<file path="src/rtl/calypto_mem_1p_arb_if.sv">
// Client request/response and memory-pin bundle for calypto_mem_1p_arb.
// Index [n] of each two-entry signal belongs to requester port n.
interface calypto_mem_1p_arb_if #(
  parameter int AW = 5,
  parameter int DW = 8
);
  logic [1:0]         rq_vld;
  logic [1:0]         rq_rdy;
  logic [1:0]         rq_rw;
  logic [1:0][AW-1:0] rq_adr;
  logic [1:0][DW-1:0] rq_d;
  logic [1:0][DW-1:0] rq_wm;
  logic [1:0]         rs_vld;
  logic [1:0][DW-1:0] rs_q;
  logic               mem_me;
  logic               mem_rw;
  logic [AW-1:0]      mem_wadr;
  logic [AW-1:0]      mem_radr;
  logic [DW-1:0]      mem_d;
  logic [DW-1:0]      mem_wm;
  logic [DW-1:0]      mem_q;
  logic               mem_ls;
  logic               mem_ds;
  logic               mem_sd;
  logic               busy;

  // arbiter side
  modport slave (
    input  rq_vld, rq_rw, rq_adr, rq_d, rq_wm, mem_q,
    output rq_rdy, rs_vld, rs_q, mem_me, mem_rw, mem_wadr, mem_radr,
           mem_d, mem_wm, mem_ls, mem_ds, mem_sd, busy
  );

  // clients plus the memory instance
  modport master (
    output rq_vld, rq_rw, rq_adr, rq_d, rq_wm, mem_q,
    input  rq_rdy, rs_vld, rs_q, mem_me, mem_rw, mem_wadr, mem_radr,
           mem_d, mem_wm, mem_ls, mem_ds, mem_sd, busy
  );
endinterface

</file>
<file path="src/rtl/calypto_mem_1p_arb.sv">
// Two-port round-robin arbiter/sequencer for the single-port memory.
// Define MEM_ARB_PWR_EN to build the idle light-sleep FSM (SLEEP/WAKE).
module calypto_mem_1p_arb #(
  parameter int AW       = 5,
  parameter int DW       = 8,
  parameter int IDLE_CYC = 8,
  parameter int WAKE_CYC = 2
) (
  input logic                  clk,
  input logic                  arst_n,
  calypto_mem_1p_arb_if.slave  bus
);

  typedef enum logic [1:0] {ACTIVE = 2'd0, SLEEP = 2'd1, WAKE = 2'd2} state_e;

  if (IDLE_CYC < 1 || WAKE_CYC < 1) begin : g_bad_cfg
    $error("calypto_mem_1p_arb: IDLE_CYC and WAKE_CYC must be >= 1");
  end

  state_e     state_q;
  logic       ptr_q;
  logic [1:0] rs_vld_q;
  logic       any_vld;
  logic       win;
  logic [1:0] rdy;
  logic       gnt;

  assign any_vld = |bus.rq_vld;
  // lone requester wins; ptr only breaks ties
  assign win = (&bus.rq_vld) ? ptr_q : bus.rq_vld[1];
  assign rdy = (arst_n && state_q == ACTIVE && any_vld) ? (2'b01 << win) : 2'b00;
  assign gnt = |rdy;

  assign bus.rq_rdy   = rdy;
  assign bus.mem_me   = gnt;
  assign bus.mem_rw   = gnt & bus.rq_rw[win];
  assign bus.mem_wadr = gnt ? bus.rq_adr[win] : '0;
  assign bus.mem_radr = gnt ? bus.rq_adr[win] : '0;
  assign bus.mem_d    = gnt ? bus.rq_d[win]   : '0;
  assign bus.mem_wm   = gnt ? bus.rq_wm[win]  : '0;
  assign bus.mem_ls   = (state_q == SLEEP);
  assign bus.mem_ds   = 1'b0;
  assign bus.mem_sd   = 1'b0;
  assign bus.busy     = any_vld | (|rs_vld_q) | (state_q == WAKE);

  // response tracking runs regardless of the power state
  always_ff @(posedge clk or negedge arst_n) begin
    if (!arst_n) begin
      ptr_q    <= 1'b0;
      rs_vld_q <= '0;
    end else begin
      rs_vld_q <= rdy & ~bus.rq_rw;
      if (gnt) ptr_q <= ~win;
    end
  end

  assign bus.rs_vld = rs_vld_q;
  for (genvar n = 0; n < 2; n++) begin : g_rs
    assign bus.rs_q[n] = rs_vld_q[n] ? bus.mem_q : '0;
  end

`ifdef MEM_ARB_PWR_EN
  localparam int IW = (IDLE_CYC > 1) ? $clog2(IDLE_CYC) : 1;
  localparam int WW = (WAKE_CYC > 1) ? $clog2(WAKE_CYC) : 1;
  localparam logic [IW-1:0] IDLE_LAST = IW'(IDLE_CYC - 1);
  localparam logic [WW-1:0] WAKE_LAST = WW'(WAKE_CYC - 1);

  state_e        state_d;
  logic [IW-1:0] idle_q, idle_d;
  logic [WW-1:0] wake_q, wake_d;

  always_ff @(posedge clk or negedge arst_n) begin
    if (!arst_n) begin
      state_q <= ACTIVE;
      idle_q  <= '0;
      wake_q  <= '0;
    end else begin
      state_q <= state_d;
      idle_q  <= idle_d;
      wake_q  <= wake_d;
    end
  end

  always_comb begin
    state_d = state_q;
    idle_d  = idle_q;
    wake_d  = wake_q;
    case (state_q)
      ACTIVE: begin
        if (any_vld) begin
          idle_d = '0;
        end else if (idle_q == IDLE_LAST) begin
          idle_d  = '0;
          state_d = SLEEP;
        end else begin
          idle_d = idle_q + 1'b1;
        end
      end
      SLEEP: begin
        if (any_vld) begin
          state_d = WAKE;
          wake_d  = '0;
        end
      end
      WAKE: begin
        if (wake_q == WAKE_LAST) begin
          state_d = ACTIVE;
          wake_d  = '0;
        end else begin
          wake_d = wake_q + 1'b1;
        end
      end
      default: state_d = ACTIVE;
    endcase
  end
`else
  assign state_q = ACTIVE;
`endif

endmodule
</file>
<file path="src/flat_wrapper.sv">
// flat-port wrapper written by rule: the top's interface ports become plain ports
module calypto_mem_1p_arb_flat 
#(
  parameter int AW       = 5,
  parameter int DW       = 8,
  parameter int IDLE_CYC = 8,
  parameter int WAKE_CYC = 2
)
  (clk, arst_n, bus_rq_vld, bus_rq_rw, bus_rq_adr, bus_rq_d, bus_rq_wm, bus_mem_q, bus_rq_rdy, bus_rs_vld, bus_rs_q, bus_mem_me, bus_mem_rw, bus_mem_wadr, bus_mem_radr, bus_mem_d, bus_mem_wm, bus_mem_ls, bus_mem_ds, bus_mem_sd, bus_busy);
  calypto_mem_1p_arb_if #(.AW(AW), .DW(DW)) bus_i ();
  input logic clk;
  input logic arst_n;
  input wire logic [$bits(bus_i.rq_vld)-1:0] bus_rq_vld;
  input wire logic [$bits(bus_i.rq_rw)-1:0] bus_rq_rw;
  input wire logic [$bits(bus_i.rq_adr)-1:0] bus_rq_adr;
  input wire logic [$bits(bus_i.rq_d)-1:0] bus_rq_d;
  input wire logic [$bits(bus_i.rq_wm)-1:0] bus_rq_wm;
  input wire logic [$bits(bus_i.mem_q)-1:0] bus_mem_q;
  output wire logic [$bits(bus_i.rq_rdy)-1:0] bus_rq_rdy;
  output wire logic [$bits(bus_i.rs_vld)-1:0] bus_rs_vld;
  output wire logic [$bits(bus_i.rs_q)-1:0] bus_rs_q;
  output wire logic [$bits(bus_i.mem_me)-1:0] bus_mem_me;
  output wire logic [$bits(bus_i.mem_rw)-1:0] bus_mem_rw;
  output wire logic [$bits(bus_i.mem_wadr)-1:0] bus_mem_wadr;
  output wire logic [$bits(bus_i.mem_radr)-1:0] bus_mem_radr;
  output wire logic [$bits(bus_i.mem_d)-1:0] bus_mem_d;
  output wire logic [$bits(bus_i.mem_wm)-1:0] bus_mem_wm;
  output wire logic [$bits(bus_i.mem_ls)-1:0] bus_mem_ls;
  output wire logic [$bits(bus_i.mem_ds)-1:0] bus_mem_ds;
  output wire logic [$bits(bus_i.mem_sd)-1:0] bus_mem_sd;
  output wire logic [$bits(bus_i.busy)-1:0] bus_busy;
  assign bus_i.rq_vld = bus_rq_vld;
  assign bus_i.rq_rw = bus_rq_rw;
  assign bus_i.rq_adr = bus_rq_adr;
  assign bus_i.rq_d = bus_rq_d;
  assign bus_i.rq_wm = bus_rq_wm;
  assign bus_i.mem_q = bus_mem_q;
  assign bus_rq_rdy = bus_i.rq_rdy;
  assign bus_rs_vld = bus_i.rs_vld;
  assign bus_rs_q = bus_i.rs_q;
  assign bus_mem_me = bus_i.mem_me;
  assign bus_mem_rw = bus_i.mem_rw;
  assign bus_mem_wadr = bus_i.mem_wadr;
  assign bus_mem_radr = bus_i.mem_radr;
  assign bus_mem_d = bus_i.mem_d;
  assign bus_mem_wm = bus_i.mem_wm;
  assign bus_mem_ls = bus_i.mem_ls;
  assign bus_mem_ds = bus_i.mem_ds;
  assign bus_mem_sd = bus_i.mem_sd;
  assign bus_busy = bus_i.busy;
  calypto_mem_1p_arb #(.AW(AW), .DW(DW), .IDLE_CYC(IDLE_CYC), .WAKE_CYC(WAKE_CYC)) u_core (.clk(clk), .arst_n(arst_n), .bus(bus_i));
endmodule
</file>
<file path="config.mk">
export PLATFORM = sky130hd
export DESIGN_NAME = calypto_mem_1p_arb_flat
export DESIGN_NICKNAME = d
export VERILOG_FILES = /design/src/rtl/calypto_mem_1p_arb_if.sv /design/src/rtl/calypto_mem_1p_arb.sv /design/src/flat_wrapper.sv
export SDC_FILE = /design/constraint.sdc
export NUM_CORES = 1
export LEC_CHECK = 0
export ABC_AREA = 0
export CAP_MARGIN = 20
export CORE_UTILIZATION = 26
export CTS_BUF_LIST = sky130_fd_sc_hd__clkbuf_2 sky130_fd_sc_hd__clkbuf_4 sky130_fd_sc_hd__clkbuf_8
export CTS_CLUSTER_SIZE = 24
export DETAILED_ROUTE_END_ITERATION = 10
export PLACE_DENSITY = 0.86
export SLEW_MARGIN = 25
export SYNTH_ARGS = -nofsm -noshare
export SYNTH_HDL_FRONTEND = slang
export SYNTH_SLANG_ARGS = --single-unit
</file>
<file path="constraint.sdc">
create_clock -name clk -period 1.8 [get_ports clk]
set_input_delay 0.27 -clock clk [delete_from_list [all_inputs] [get_ports clk]]
set_output_delay 0.27 -clock clk [all_outputs]
set_load 0.02 [all_outputs]
</file>
After elaboration in Yosys (flattened, before gate mapping). Cells that the tools add are included.

Output and inout bits: 52. Memories kept: 0. Latch bits: 0. Memory bits (writable): 0. Bits of input ports: 56. Word-level logic and storage cells: 29. Bits in read-only memories: 0. Flip-flop bits (word level): 3.

Shift operators: 1. Divide/modulo/power cells: 0. $add $sub $neg: 0. Equality and inequality tests: 0. Reductions and logical operators: 5. Multiply operators: 0. Muxes and demuxes: 15. $lt $le $gt $ge: 1. Bitwise operators: 5.

Operators with widths (number): $mux 8 (8); $mux 5 (3); $reduce_or 2->1 (3); $mux 1 (3); $and 2x2->2 (1); $lt 1x2->1 const B (1); $mux 2 (1); $not 2->2 (1); $reduce_and 2->1 (1); $shl 1x1->2 const A (1); $and 1x1->1 (1); $logic_and 1x1->1 (1); $not 1->1 (1); $or 1x1->1 (1).

Longest topological paths before layout.
Depth in word-level cells: 6. Mapped depth: 5. Depth with buffers taken out: 3.

Least setup slack after synthesis. OpenSTA, ideal clock, no wires.

Path kind: register -> output. Start: reg u_core.ptr_q. End: out bus_mem_wadr[0]. Data arrival time: 1.366 ns. Setup slack: 0.164 ns. Data required time: 1.530 ns. Stages on the path, launching flop included: 6. Path buffers: 2. Cells stage by stage: dfrtp_1 > and2_4 > nand2b_4 > buf_6 > o22ai_2 > buf_4.

Longest elaborated chain between the ends: 5. Elaborated cells between the ends (all ways): 7. Those cells by class: shift (1); mux (5); reduce/logical (1).

RTL lines: start, declared (line calypto_mem_1p_arb.sv:21) `logic ptr_q;`; start signal, assigned (line calypto_mem_1p_arb.sv:53) `if (gnt) ptr_q <= ~win;`; $mux 1 * (line calypto_mem_1p_arb.sv:30) `assign win = (&bus.rq_vld) ? ptr_q : bus.rq_vld[1];`; $shl 1x1->2 (line calypto_mem_1p_arb.sv:31) `assign rdy = (arst_n && state_q == ACTIVE && any_vld) ? (2'b01 << win) : 2'b00;`; $mux 2 (line calypto_mem_1p_arb.sv:31); $reduce_or 2->1 (line calypto_mem_1p_arb.sv:32) `assign gnt = |rdy;`; $mux 5 *; end, declared (line flat_wrapper.sv:24) `output wire logic [$bits(bus_i.mem_wadr)-1:0] bus_mem_wadr;`.

Every way passes the cells marked *; elsewhere a longest branch is shown, timed or not. The select of a mux whose other input is x is not followed.

Worst setup path in the final report.
Start: reg u_core.ptr_q. End: out bus_mem_radr[2].

Longest elaborated chain between the ends: 5. Elaborated cells between the ends (all ways): 7. Those cells by class: shift (1); mux (5); reduce/logical (1).

RTL lines: $mux 1 * (line calypto_mem_1p_arb.sv:30); $shl 1x1->2 (line calypto_mem_1p_arb.sv:31); $mux 2 (line calypto_mem_1p_arb.sv:31); $reduce_or 2->1 (line calypto_mem_1p_arb.sv:32); $mux 5 * (line calypto_mem_1p_arb.sv:38) `assign bus.mem_radr = gnt ? bus.rq_adr[win] : '0;`; end, declared (line flat_wrapper.sv:25) `output wire logic [$bits(bus_i.mem_radr)-1:0] bus_mem_radr;`.

Marks and branches as above.

==> reports/qor.csv <==
metric,value,unit
NumNets Final,284,
Core ar.,0.00303,mm2
Yosys Warn Count,0,
first-pass GRT wire length,4.84,mm
final hold vios,0,
Critical Path AT,1.47,ns
"Slew Viols, Final",0,
CP Data Required Time,1.53,ns
fin crit share,0.969,
largest cells by area after synthesis,"o22ai_2 (30%), nand2_1 (21%), and2_1 (12%)",
final-layout fill cell count,289,
Switch Pwr,303,uW
fmax,573,MHz
Cell Rows,20,
Detail Placement HPWL,2.40,mm
CP startpoint kind,flop,
Crit. End Element,output port,
Seq cells post-synth,3,
post-synthesis cell area,827,um2
reg-to-reg setup timing slack,0.70,ns
clock network power share,0.168,
cells on worst reg2reg path,4,
setup ws final,0.0559,ns
Syn Inst Count,119,
Non-Filler Instances,271,
remaining antenna violation count after routing,0,
Initial DRC Count,38,
outcome,"complete, no violations",
max-cap violation count,0,
Worst path slowest cell,dfrtp_1,
die area,0.00341,mm2
antenna cells,0,
placed cell count,263,
routed len/inst,11.8,um
vias in the first global route,1082,
clk_lat worst skew,0.23,ns
Worst-path clk slew,0.04,ns
R2R Path Start,u_core.ptr_q,
worst-path maximum fanout,10,
vias per cell,4.41,
crit-path max cell delay,0.38,ns
chip height,58.4,um
syn_area_per_cell,6.95,um2
combinational power share,0.725,
Clk Tree Root Cell,clkbuf_4,
clk_skew,0.000727,ns
GPL Wtd Cong,0.749,
Sw Share,0.393,
Critical Path Start,u_core.ptr_q,
dpl ws,-0.521,ns
PD cells,402,mW/mm2
Routed Wire Length,3.21,mm
DRC,0,
footprint of the multi-input gates,653,um2
router iterations before antenna repair,3,
Worst R2R End,u_core.bus.rs_vld[1],
Synth cell types,18,
minimum clock period,1.74,ns
Seq pwr share,0.106,
vias after detailed routing,1196,
total power,771,uW
clock buffer count from CTS,3,
clk sinks,3,
Buffers on Ports,104,
Clock Path Buffers,2,
register area,77.6,um2
initial antenna violation count,0,
Syn-to-layout area delta,132,%
IO Pins,108,
Max H-tree Level,1,
post-synthesis sequential area ratio,0.0908,
layout cells sized above 1,0.326,
final setup vio count,0,
type of the worst setup path,reg -> out,
area fraction of the dominant cell type after synthesis,0.303,
RSZ-0062 raised after global routing,no,
fin util,0.634,
Overflow after GRT,0,
Die W,58.4,um
initial core utilization,0.273,
Worst Hold Class,in -> async,
pin count of the biggest net entering global routing,28,
cell breakdown of the critical path,"buf_4, o21ai_4, buf_12, o22ai_2, clkdlybuf4s15_2",
CTS tree,done,
"area leader, netlist",o22ai_2,
VDD IR max,0.295,mV
static leakage,0.000852,uW
GRT Total Usage,0.184,
Pint,468,uW
-- cell families after synthesis --
logic type | synth area share
AO/OA/AOI/OAI | 0.349
other | 0.00453
AND/OR/NAND/NOR | 0.392
buffers and inverters | 0.163
flip-flops | 0.0908
-- placed cells by master, fill, tap and decap left out, drive strengths merged --
cell type      count
o22ai             22
buf               41
o21ai              1
clkbuf             5
and2              17
dlymetal6s2s       1
dfrtp              3
nand2             46
clkdlybuf4s50     70
nand2b             2
inv                2
dlygate4sd2        4
nor3               2
conb               3
nor2               5
a21oi              2
clkdlybuf4s15      1
-- area by class of cell --
type / count / share of cell area
tap: 44 / 0.0287
sequential: 3 / 0.0404
multi-input combinational: 100 / 0.340
clock buffer: 4 / 0.0156
timing repair buffer: 118 / 0.571
inverter: 2 / 0.00391
-- worst max path at each step --
stage,to
2_1_floorplan,bus_mem_wadr[0]
3_3_place_gp,bus_mem_wadr[0]
3_5_place_dp,bus_mem_wadr[1]
4_1_cts,bus_mem_wadr[1]
5_1_grt,bus_mem_wm[7]
6_report,bus_mem_radr[2]
-- power groups by stage --
stage	registers (uW)	logic [uW]	clock network [uW]
final	81.9	559	130
after global placement	82.4	564	0
after floorplan	85.3	283	0
after global routing	83.0	597	138
after CTS	81.8	533	135
after detailed placement	82.5	569	0
-- metrics by stage --
| stage | hold slack (ns) | TNS (ns) | cell area (um2) |
|---|---|---|---|
| after floorplan | -0.0256 | 0 | 835 |
| after global placement | 0.251 | -13.80 | 1930 |
| after detailed placement | 0.262 | -14.18 | 1930 |
| after CTS | 0.0168 | -0.436 | 1850 |
| after global routing | 0.0257 | 0 | 1920 |
| final | 0.0225 | 0 | 1920 |
-- worst max-delay path, delay by kind of cell (launching register included) --
family / cells / cell delay [ns]
AOI/OAI and AO/OA: 2 / 0.28
buffers and inverters: 3 / 0.58
DFF: 1 / 0.38
-- Yosys cell counts (all sizes together) --
cell type / number
dfrtp: 3
clkbuf: 2
nor2: 5
nor3: 2
o22ai: 22
a21oi: 2
inv: 2
and2: 17
nand2: 46
o21ai: 1
buf: 15
nand2b: 1
conb: 1
-- metal layers --
metal | global-route usage | share of wire | vias to the layer above
met2 | 0.361 | 0.53 | 63
met4 | 0.0510 | 0.0072 | 0
li1 | - | - | 601
met1 | 0.203 | 0.38 | 530
met3 | 0.0264 | 0.080 | 2
met5 | 0 | 0 | -
-- state kept, by name (all words and copies together), names as in the netlist --
register / flops
u_core.ptr_q: 1
u_core.bus.rs_vld: 2
-- timing repair --
action	CTS	global route
setup endpoints to repair	31	26
gates resized for setup	113	16
pin swaps	0	1
buffers inserted	1	2
hold buffers	0	0
gates cloned	1	0
Note: power is estimated with default switching activity, not from simulation.
